--- src/rtl/div_seq_pkg.sv ---
// Shared types for the sequential signed divider.
// State encoding, default width and the captured sign/overflow bundle.
package div_seq_pkg;

    localparam int DIV_DW = 8;

    typedef enum logic [1:0] {
        IDLE,
        DIVIDE,
        SIGN,
        DONE
    } div_state_e;

    // Operand signs and the overflow case, captured at start and
    // consumed by the sign-correction cycle.
    typedef struct packed {
        logic dvd_neg;
        logic dvs_neg;
        logic ovf;
    } div_t;

endpackage

--- src/rtl/div_seq_if.sv ---
// Start/ready handshake and result bus of the divider.
// master drives start and operands; slave returns results and status.
interface div_if #(
    parameter int DW = 8
);
    logic          i_start;
    logic [DW-1:0] i_dividend;
    logic [DW-1:0] i_divisor;
    logic [DW-1:0] o_quotient;
    logic [DW-1:0] o_remainder;
    logic          o_ready;
    logic          o_busy;
    logic          o_div_zero;
    logic          o_ovf;

    modport master (
        output i_start, i_dividend, i_divisor,
        input  o_quotient, o_remainder, o_ready,
        input  o_busy, o_div_zero, o_ovf
    );

    modport slave (
        input  i_start, i_dividend, i_divisor,
        output o_quotient, o_remainder, o_ready,
        output o_busy, o_div_zero, o_ovf
    );
endinterface

--- src/rtl/div_seq_shift_sub.sv ---
// One restoring-division step: shift {A,Q} left, trial-subtract M.
// Ports: a/q/m current state in, a_nxt/q_nxt next state out.
module div_shift_sub #(
    parameter int DW = 8
) (
    input  logic [DW:0]   a,
    input  logic [DW-1:0] q,
    input  logic [DW-1:0] m,
    output logic [DW:0]   a_nxt,
    output logic [DW-1:0] q_nxt
);

    // One guard bit above A so the trial result sign is unambiguous.
    logic [DW+1:0] a_sh;
    logic [DW+1:0] t;

    assign a_sh = {a, q[DW-1]};
    assign t    = a_sh - {2'b00, m};

    always_comb begin
        a_nxt = a_sh[DW:0];
        q_nxt = {q[DW-2:0], 1'b0};
        if (!t[DW+1]) begin
            a_nxt = t[DW:0];
            q_nxt = {q[DW-2:0], 1'b1};
        end
    end

endmodule

--- src/rtl/div_seq.sv ---
// Sequential signed restoring divider, one quotient bit per clock.
// Ports: i_clk, i_rst (sync, active-low), bus (div_if slave).
module div_seq
    import div_seq_pkg::*;
#(
    parameter int DW = DIV_DW
) (
    input logic  i_clk,
    input logic  i_rst,
    div_if.slave bus
);

    localparam int CW = $clog2(DW + 1);

    div_state_e    state_q;
    div_state_e    state_d;
    div_t          sgn_q;
    logic [DW:0]   a_q;
    logic [DW-1:0] q_q;
    logic [DW-1:0] m_q;
    logic [CW-1:0] cnt_q;
    logic [DW-1:0] quo_q;
    logic [DW-1:0] rem_q;
    logic          dz_q;
    logic          ovf_q;

    logic [DW:0]   a_nxt;
    logic [DW-1:0] q_nxt;
    logic          accept;
    logic          dvs_zero;
    logic          ovf_in;
    logic [DW-1:0] dvd_mag;
    logic [DW-1:0] dvs_mag;

    // Magnitudes are unsigned DW bits, so the most-negative value
    // becomes 2^(DW-1) without loss.
    assign dvd_mag = bus.i_dividend[DW-1] ? -bus.i_dividend
                                          : bus.i_dividend;
    assign dvs_mag = bus.i_divisor[DW-1] ? -bus.i_divisor
                                         : bus.i_divisor;

    assign dvs_zero = (bus.i_divisor == '0);
    assign ovf_in   = (bus.i_dividend == {1'b1, {(DW-1){1'b0}}})
                   && (bus.i_divisor == '1);

    assign accept = bus.i_start
                 && ((state_q == IDLE) || (state_q == DONE));

    div_shift_sub #(
        .DW(DW)
    ) u_step (
        .a    (a_q),
        .q    (q_q),
        .m    (m_q),
        .a_nxt(a_nxt),
        .q_nxt(q_nxt)
    );

    always_comb begin
        state_d = state_q;
        unique case (state_q)
            IDLE, DONE: begin
                if (bus.i_start) begin
                    state_d = dvs_zero ? DONE : DIVIDE;
                end
            end
            DIVIDE: begin
                if (cnt_q == CW'(1)) begin
                    state_d = SIGN;
                end
            end
            SIGN:    state_d = DONE;
            default: state_d = IDLE;
        endcase
    end

    always_ff @(posedge i_clk) begin
        if (!i_rst) begin
            state_q <= IDLE;
            sgn_q   <= '0;
            a_q     <= '0;
            q_q     <= '0;
            m_q     <= '0;
            cnt_q   <= '0;
            quo_q   <= '0;
            rem_q   <= '0;
            dz_q    <= 1'b0;
            ovf_q   <= 1'b0;
        end else begin
            state_q <= state_d;
            if (accept) begin
                sgn_q.dvd_neg <= bus.i_dividend[DW-1];
                sgn_q.dvs_neg <= bus.i_divisor[DW-1];
                sgn_q.ovf     <= ovf_in;
                a_q           <= '0;
                q_q           <= dvd_mag;
                m_q           <= dvs_mag;
                cnt_q         <= CW'(DW);
                dz_q          <= dvs_zero;
                ovf_q         <= 1'b0;
                if (dvs_zero) begin
                    quo_q <= '0;
                    rem_q <= bus.i_dividend;
                end
            end else if (state_q == DIVIDE) begin
                a_q   <= a_nxt;
                q_q   <= q_nxt;
                cnt_q <= cnt_q - CW'(1);
            end else if (state_q == SIGN) begin
                // Remainder magnitude is below M, so A's low DW bits
                // hold it exactly; negating zero stays zero.
                quo_q <= (sgn_q.dvd_neg ^ sgn_q.dvs_neg) ? -q_q : q_q;
                rem_q <= sgn_q.dvd_neg ? -a_q[DW-1:0] : a_q[DW-1:0];
                ovf_q <= sgn_q.ovf;
            end
        end
    end

    assign bus.o_quotient  = quo_q;
    assign bus.o_remainder = rem_q;
    assign bus.o_ready     = (state_q == DONE);
    assign bus.o_busy      = (state_q == DIVIDE) || (state_q == SIGN);
    assign bus.o_div_zero  = dz_q;
    assign bus.o_ovf       = ovf_q;

endmodule
--- src/flat_wrapper.sv ---
// flat-port wrapper written by rule: the top's interface ports become plain ports
module div_seq_flat import div_seq_pkg::*;
#(
    parameter int DW = DIV_DW
)
  (i_clk, i_rst, bus_i_start, bus_i_dividend, bus_i_divisor, bus_o_quotient, bus_o_remainder, bus_o_ready, bus_o_busy, bus_o_div_zero, bus_o_ovf);
  div_if #(.DW(DW)) bus_i ();
  input logic i_clk;
  input logic i_rst;
  input wire logic [$bits(bus_i.i_start)-1:0] bus_i_start;
  input wire logic [$bits(bus_i.i_dividend)-1:0] bus_i_dividend;
  input wire logic [$bits(bus_i.i_divisor)-1:0] bus_i_divisor;
  output wire logic [$bits(bus_i.o_quotient)-1:0] bus_o_quotient;
  output wire logic [$bits(bus_i.o_remainder)-1:0] bus_o_remainder;
  output wire logic [$bits(bus_i.o_ready)-1:0] bus_o_ready;
  output wire logic [$bits(bus_i.o_busy)-1:0] bus_o_busy;
  output wire logic [$bits(bus_i.o_div_zero)-1:0] bus_o_div_zero;
  output wire logic [$bits(bus_i.o_ovf)-1:0] bus_o_ovf;
  assign bus_i.i_start = bus_i_start;
  assign bus_i.i_dividend = bus_i_dividend;
  assign bus_i.i_divisor = bus_i_divisor;
  assign bus_o_quotient = bus_i.o_quotient;
  assign bus_o_remainder = bus_i.o_remainder;
  assign bus_o_ready = bus_i.o_ready;
  assign bus_o_busy = bus_i.o_busy;
  assign bus_o_div_zero = bus_i.o_div_zero;
  assign bus_o_ovf = bus_i.o_ovf;
  div_seq #(.DW(DW)) u_core (.i_clk(i_clk), .i_rst(i_rst), .bus(bus_i));
endmodule
--- config.mk ---
export PLATFORM = sky130hd
export DESIGN_NAME = div_seq_flat
export DESIGN_NICKNAME = d
export VERILOG_FILES = /design/src/rtl/div_seq_pkg.sv /design/src/rtl/div_seq_if.sv /design/src/rtl/div_seq_shift_sub.sv /design/src/rtl/div_seq.sv /design/src/flat_wrapper.sv
export SDC_FILE = /design/constraint.sdc
export NUM_CORES = 1
export LEC_CHECK = 0
export CAP_MARGIN = 5
export CORE_AREA = 3 3 84 86
export DETAILED_ROUTE_END_ITERATION = 16
export DIE_AREA = 0 0 87 89
export PLACE_DENSITY = 0.85
export SYNTH_ARGS = -nofsm -noshare
export SYNTH_HDL_FRONTEND = slang
export SYNTH_SLANG_ARGS = --single-unit
--- constraint.sdc ---
create_clock -name i_clk -period 2 [get_ports i_clk]
set_clock_uncertainty 0.15 [all_clocks]
set_input_delay 0.4 -clock i_clk [delete_from_list [all_inputs] [get_ports i_clk]]
set_output_delay 0.4 -clock i_clk [all_outputs]
set_load 0.03 [all_outputs]
==> results of run 1 <==
## what timing repair did
| item | CTS | global route |
|---|---|---|
| gates resized for setup | 45 | 52 |
| endpoints found under the setup margin | 32 | 26 |
| cloned | 1 | 0 |
| pin swaps | 13 | 23 |
| setup buffers | 10 | 8 |
## power by group through the flow
stage	registers, mW	logic [mW]	clock network, mW
after global placement	1.59	3.75	0
final	1.66	5.49	0.654
after CTS	1.60	4.50	0.643
after floorplan	1.64	2.71	0
after detailed placement	1.61	3.91	0
after global routing	1.67	5.76	0.692
## cell type report
class | instances | area [um2]
tap | 77 | 96.34
clock inverter | 2 | 15.01
timing repair buffer | 113 | 1030
clock buffer | 6 | 82.58
sequential | 52 | 1059
inverter | 23 | 101.3
fill | 363 | 1600
multi-input combinational | 289 | 2366
## critical path, cell delays in order (launching register included)
cell,delay (ns)
dfxtp_2,0.36
inv_2,0.05
ha_4,0.23
a211oi_2,0.18
o211ai_1,0.20
or3_4,0.38
and2_4,0.20
buf_6,0.13
mux2i_1,0.22
a21oi_1,0.13
## cell families after synthesis
kind of cell | Yosys count
AOI/OAI and AO/OA | 102
and+or+nand+nor | 122
buffers and inverters | 45
xor gates and xnor gates | 31
adders and majority gates | 21
muxes | 12
DFF | 52
## flip-flops by register name, summed over array words and instances, names as in the netlist
signal / flops
u_core.bus.o_remainder: 8
u_core.m_q: 8
u_core.q_q: 8
u_core.bus.o_div_zero: 1
u_core.bus.o_ovf: 1
u_core.a_q: 9
u_core.sgn_q: 3
u_core.bus.o_quotient: 8
u_core.cnt_q: 4
u_core.state_q: 2
## cells in the mapped netlist (4+ instances only)
master | instances | area share (%)
nand2b_1 | 9 | 1.8
a21oi_1 | 23 | 3.6
a22oi_1 | 8 | 1.9
nor2b_1 | 17 | 3.3
inv_1 | 23 | 2.7
a21boi_0 | 5 | 1.2
xnor2_1 | 18 | 4.9
clkbuf_1 | 18 | 2.1
o211a_1 | 12 | 3.7
nor3_1 | 6 | 0.93
o211ai_1 | 7 | 1.6
o21ai_0 | 15 | 2.3
mux2i_1 | 11 | 3.4
nor2_1 | 21 | 2.5
nand3_1 | 6 | 0.93
dfxtp_1 | 52 | 32
a211oi_1 | 7 | 1.6
a31oi_1 | 5 | 0.97
nand4_1 | 4 | 0.78
ha_1 | 20 | 7.8
o41ai_1 | 4 | 1.1
xor2_1 | 13 | 3.5
nand2_1 | 40 | 4.7
## worst max path at each step
stage,to,slack [ns],startpoint,depth (start not counted)
3_5_place_dp,u_core.bus.o_quotient[7]$_SDFFE_PN0P_,-0.80,bus_i_divisor[1],9
3_3_place_gp,u_core.bus.o_quotient[5]$_SDFFE_PN0P_,-0.70,bus_i_divisor[1],9
2_1_floorplan,u_core.a_q[0]$_SDFFE_PP0P_,-0.06,u_core.a_q[1]$_SDFFE_PP0P_,8
6_report,u_core.a_q[6]$_SDFFE_PP0P_,-0.36,u_core.m_q[7]$_SDFFE_PN0P_,9
4_1_cts,u_core.a_q[6]$_SDFFE_PP0P_,-0.17,u_core.m_q[7]$_SDFFE_PN0P_,9
5_1_grt,u_core.a_q[6]$_SDFFE_PP0P_,-0.39,u_core.m_q[7]$_SDFFE_PN0P_,9
## layer usage
metal | global-route usage, % | up-vias
met3 | 6.083 | 101
met2 | 49.97 | 252
li1 | - | 1562
met4 | 16.43 | 0
met5 | 0 | -
met1 | 31.98 | 1749
==> reports/summary.txt, run 1 <==
Drt total wl -> 12.46 mm
Critical path class -> reg2reg
R2r setup slk -> -0.36 ns
Hold Crit Start -> bus_i_divisor[0]
Endpoint, Worst Hold -> u_core.m_q[0]$_SDFFE_PN0P_
Clock transition at path regs -> 0.10 ns
Max_cap viols -> 0
Remaining Overflow, GRT -> 0
Overall power -> 7.796 mW
RSZ-0062 raised after global routing -> yes
Reg power frac -> 21.2%
Metal3 WL -> 871 um
Final WS setup -> -0.3636 ns
FF+latch count, synth -> 52
TNS Setup -> -3.067 ns
Synth Instances -> 385
WL met1 -> 4.419 mm
Vias -> 3664
N_diodes -> 0
Worst slack, placed -> -0.8015 ns
Pin count of the biggest net entering global routing -> 35
CTS tree -> done
Global-route wire length before repair -> 17.08 mm
Compound-cell area share of the yosys netlist -> 22.24%
CTS H-Tree Depth -> 2
Clk sink count -> 52
Placed Instances -> 536
Most common cell after layout, fill and taps aside -> buf_4
Boundary pin count -> 39
Die Y-Extent -> 89 um
Highest metal used -> met4
Final antenna-violating net count -> 0
Critical path arrival -> 2.40 ns
Worst Path Max Fanout -> 6
GP Congestion -> 0.9025
Layout Cells excl Fill -> 562
Pint -> 4.219 mW
Critical path launch point type -> flop
Core Footprint -> 6350 um2
Die footprint -> 7743 um2
Detailed Route Iter0 Violations -> 377
DRC Markers -> 0
Worst Hold Class -> in2reg
Starting Density -> 50.58%
Tcrit/Tclk final -> 118.2%
Final-report setup violation count -> 24
Layout Nets -> 524
Vias in the first global route -> 3476
TritonCTS buffer count -> 5
Register-to-Register Path Depth -> 9
PD cells -> 1641 nW/um2
Yosys warns -> 0
Syn nets -> 425
Most frequent cells in the layout -> 61 x buf_4, 39 x nand2_1, 38 x dfxtp_1
R2r endpoint -> u_core.a_q[6]$_SDFFE_PP0P_
Max-slew violations -> 0
Multiplexer share of the synthesized area -> 3.779%
WL/cell -> 22.17 um
Rows -> 29
Root Buffer -> clkbuf_8
Iteration count of the initial detailed-routing pass -> 5
Seq/Total Area, Yosys -> 32.41%
Final hold slack -> 0.3261 ns
Largest family of logic cells by synthesized area -> compound AO/OA/AOI/OAI gates
Synth Area in Simple Gates -> 19.13%
Lkg Pwr -> 1.971 nW
Fin crit period -> 2.364 ns
Netlist cell types -> 49
Post-synth ARST share -> 0%
Worst-Skew Late Latency -> 0.32 ns
Post-synth EDFFs -> 0
Sw frac -> 45.88%
Reg-to-reg startpoint -> u_core.m_q[7]$_SDFFE_PN0P_
Max Freq -> 0.4231 GHz
Switching pwr -> 3.577 mW
Failing checks -> setup timing
Initial antenna violation count -> 0
Syn avg cell area -> 8.342 um2
Via density -> 6.520
Top FF cell, synth -> dfxtp_1
Fin util -> 74.80%
Port Buffers -> 38
Met2 wire len -> 6.134 mm
Final Hold Viols -> 0
XOR/XNOR share of the synthesized area -> 8.453%
Area Growth Syn to Fin -> 47.88%
Post-DP HPWL -> 6.814 mm
Tightest Pin Transition -> 0.5510 ns
Share of post-route cells with drive strength above 1 -> 34.23%
Adder-cell share of the synthesized area -> 8.414%
Die X -> 87 um
Clock Tree Buf Depth -> 2
Status -> finished with violations
Hold Buf Count CTS -> 0
WHS Path Cells -> 4
Finished Cell Area -> 4750 um2
GRT Util Overall -> 28.51%
Logic pwr share -> 70.4%
Peak VDD IR -> 1.074 mV
Crit end category -> flop
Clk network pwr share -> 8.4%
Slew HR -> 63.13%
WP data required -> 2.04 ns
Placement Cell Area -> 4187 um2
Synthesized area -> 3212 um2
No activity file was read; power rests on OpenSTA's default activity.
==> run 2: changes to the inputs <==
- CORE_AREA: 3 3 84 86 -> 3 3 86 88
- DIE_AREA: 0 0 87 89 -> 0 0 89 91
- SYNTH_HIERARCHICAL: not set -> 1
==> run 2 against run 1 <==
Against the previous run: the run still ends with setup timing left; synthesized cell count rose by 3.9%; sequential cell count did not move; combinational power fell by 14%; largest power group unchanged.
==> reports/summary.txt, run 2 <==
Status -> finished with violations
Fin crit period -> 2.335 ns (-0.02908 ns)
Worst-Skew Late Latency -> 0.32 ns (about the same)
GR Util met1 -> 28.15% (-3.8 points)
Synth Instances -> 400 (+3.9%)
Critical path class -> reg2reg
Critical path launch point type -> flop
Final Hold Viols -> 0 (unchanged)
Remaining Overflow, GRT -> 0 (unchanged)
Worst Hold Class -> reg2reg
Iteration count of the initial detailed-routing pass -> 6 (+1)
Share of post-route cells with drive strength above 1 -> 32.26% (-2.0 points)
Switching pwr -> 2.926 mW (-18%)
Largest Register -> u_core/a_q
Area Growth Syn to Fin -> 39.93%
Via density -> 5.936 (-9.0%)
TritonCTS buffer count -> 5 (unchanged)
Final antenna-violating net count -> 0 (unchanged)
Post-synth EDFFs -> 0 (unchanged)
Die Y-Extent -> 91 um (+2.2%)
Max Freq -> 0.4284 GHz (+1.2%)
Post-synth ARST share -> 0% (unchanged)
Detailed Route Iter0 Violations -> 220 (-42%)
Peak VDD IR -> 0.5583 mV (-48%)
Hold Crit Start -> u_core/bus.o_quotient[1]$_SDFFE_PN0P_
Drt total wl -> 9.638 mm (-23%)
Vias -> 3419 (-6.7%)
Register-to-Register Path Depth -> 9 (unchanged)
Die footprint -> 8099 um2 (+4.6%)
Vias in the first global route -> 3323 (-4.4%)
Most frequent cells in the layout -> 73 x buf_4, 39 x dfxtp_1, 35 x nor2_1
Top FF cell, synth -> dfxtp_1
Lkg Pwr -> 1.897 nW (-3.8%)
Post-synth top area share -> 30.93% (-1.5 points)
Clk network pwr share -> 10.8% (+2.4 points)
Sw frac -> 41.70% (-4.2 points)
Synthesized area -> 3366 um2 (+4.8%)
Rows -> 30 (+3.4%)
CTS tree -> done
Layout Nets -> 534 (+1.9%)
Port Buffers -> 38 (unchanged)
Crit end category -> flop
Crit path launch -> u_core/m_q[6]$_SDFFE_PN0P_
RSZ-0062 raised after global routing -> yes
FF+latch count, synth -> 52 (unchanged)
Post-DP HPWL -> 6.688 mm (-1.8%)
Root Buffer -> clkbuf_8
Final-report setup violation count -> 10 (-58%)
Starting Density -> 50.09% (-0.49 points)
Max-slew violations -> 0 (unchanged)
WP data required -> 2.06 ns (+0.02 ns)
Syn avg cell area -> 8.414 um2 (+0.86%)
N_diodes -> 0 (unchanged)
Endpoint, Worst Hold -> u_core/bus.o_quotient[1]$_SDFFE_PN0P_
Worst slack, placed -> -0.6327 ns (+0.1689 ns)
Reg power frac -> 22.2% (+1.0 points)
Syn nets -> 439 (+3.3%)
Reg-to-reg startpoint -> u_core/m_q[6]$_SDFFE_PN0P_
Most common cell after layout, fill and taps aside -> buf_4
Max_cap viols -> 0 (unchanged)
Logic pwr share -> 66.9% (-3.5 points)
Pint -> 4.091 mW (-3.0%)
Busiest grt layer -> met2
Die X -> 89 um (+2.3%)
TNS Setup -> -2.680 ns (+0.3872 ns)
Final WS setup -> -0.3345 ns (+0.02908 ns)
PD cells -> 1490 nW/um2 (-9.2%)
Boundary pin count -> 39 (unchanged)
Count leader, synth -> dfxtp_1
Global-route wire length before repair -> 15.24 mm (-11%)
Netlist cell types -> 58 (+18%)
Slew HR -> 62.44% (-0.70 points)
Overall power -> 7.017 mW (-10%)
R2r endpoint -> u_core/a_q[2]$_SDFFE_PP0P_
GR Util met3 -> 4.265% (-1.8 points)
Pin count of the biggest net entering global routing -> 24 (-31%)
Core Footprint -> 6719 um2 (+5.8%)
Clock Tree Buf Depth -> 2 (unchanged)
Largest cells by area after synthesis -> dfxtp_1 31%, ha_1 7.1%, xnor2_1 5.2%, mux2i_1 5.1%, nor2_1 4.1%
GRT met2 Usage -> 39.67% (-10 points)
Worst Path Max Fanout -> 7 (+1)
Critical path arrival -> 2.39 ns (about the same)
Initial antenna violation count -> 0 (unchanged)
Failing checks -> setup timing
Tcrit/Tclk final -> 116.7% (-1.5 points)
GP Congestion -> 0.8552 (-5.2%)
Post-synth top cells -> 52 x dfxtp_1, 37 x nor2_1, 27 x nand2_1
Post-synth top area cell -> dfxtp_1
DRC Markers -> 0 (unchanged)
Clk sink count -> 52 (unchanged)
Clock transition at path regs -> 0.11 ns (about the same)
WL/cell -> 16.73 um (-25%)
Number of flip-flops under the largest register name -> 9 (unchanged)
Tightest Pin Transition -> 0.5594 ns (+0.008485 ns)
R2r setup slk -> -0.33 ns (+0.03 ns)
GRT Util Overall -> 23.48% (-5.0 points)
Yosys warns -> 6 (+6)
WHS Path Cells -> 2 (-2)
Seq/Total Area, Yosys -> 30.93% (-1.5 points)
Hold Buf Count CTS -> 0 (unchanged)
CTS H-Tree Depth -> 2 (unchanged)
## run 2: power by group through the flow
stage / clock network (mW) / registers (mW) / logic, mW
after floorplan: 0 / 1.60 / 2.93
after global placement: 0 / 1.53 / 4.06
after detailed placement: 0 / 1.55 / 4.21
after global routing: 0.794 / 1.59 / 5.09
after CTS: 0.765 / 1.54 / 4.48
final: 0.760 / 1.56 / 4.70
## run 2: repair_timing
item / 4_1_cts / 5_1_grt
endpoints found under the setup margin: 28 / 26
setup buffers: 3 / 3
gates resized for setup: 46 / 20
pin swaps: 18 / 17
## run 2: cell type report
| type | count | area [um2] |
|---|---|---|
| Fill cell | 456 | 2009 |
| Inverter | 25 | 93.84 |
| Tap cell | 80 | 100.1 |
| Sequential cell | 52 | 1057 |
| Clock buffer | 6 | 72.57 |
| Timing Repair Buffer | 116 | 992.2 |
| Multi-Input combinational cell | 295 | 2355 |
| Clock inverter | 2 | 38.79 |
## run 2: kinds of logic (layout without fill, tap and decap cells)
group                      Yosys count  count (layout)  synth area share [%]
and+or+nand+nor                    129             129                 19.37
DFF                                 52              52                 30.93
AOI/OAI and AO/OA                   94              94                 19.59
buffers and inverters               53             149                 7.137
xor gates and xnor gates            27              27                 7.026
muxes                               25              25                 8.290
adders and majority gates           20              20                 7.658
## run 2: worst max path at each step
stage | endpoint | slack, ns | depth (start not counted)
2_1_floorplan | u_core/a_q[2]$_SDFFE_PP0P_ | -0.19 | 10
3_3_place_gp | u_core/bus.o_quotient[2]$_SDFFE_PN0P_ | -0.56 | 7
3_5_place_dp | u_core/bus.o_quotient[2]$_SDFFE_PN0P_ | -0.63 | 7
4_1_cts | u_core/a_q[4]$_SDFFE_PP0P_ | -0.27 | 9
5_1_grt | u_core/a_q[5]$_SDFFE_PP0P_ | -0.42 | 9
6_report | u_core/a_q[2]$_SDFFE_PP0P_ | -0.33 | 9
## run 2: critical path: stages (launching register included)
cell      delay (ns)
dfxtp_1         0.35
inv_1           0.09
ha_4            0.31
nand2_1         0.10
a21boi_2        0.20
o21ai_2         0.09
a211o_4         0.41
mux2_4          0.31
mux2i_1         0.16
nor2_1          0.06
## run 2: per-layer routing
metal	vias up	wire, um
li1	1612	-
met5	-	0
met3	30	628
met4	0	308
met2	172	4727
met1	1605	3974
## run 2: through the flow
stage	util [%]	hold slack (ns)	area (um2)	instances
2_1_floorplan	-	0.2819	3483	400
3_3_place_gp	64.77	0.2904	4352	562
3_5_place_dp	64.77	0.2960	4352	562
4_1_cts	68.57	0.3088	4607	573
5_1_grt	70.09	0.3353	4710	576
6_report	70.09	0.3107	4710	576
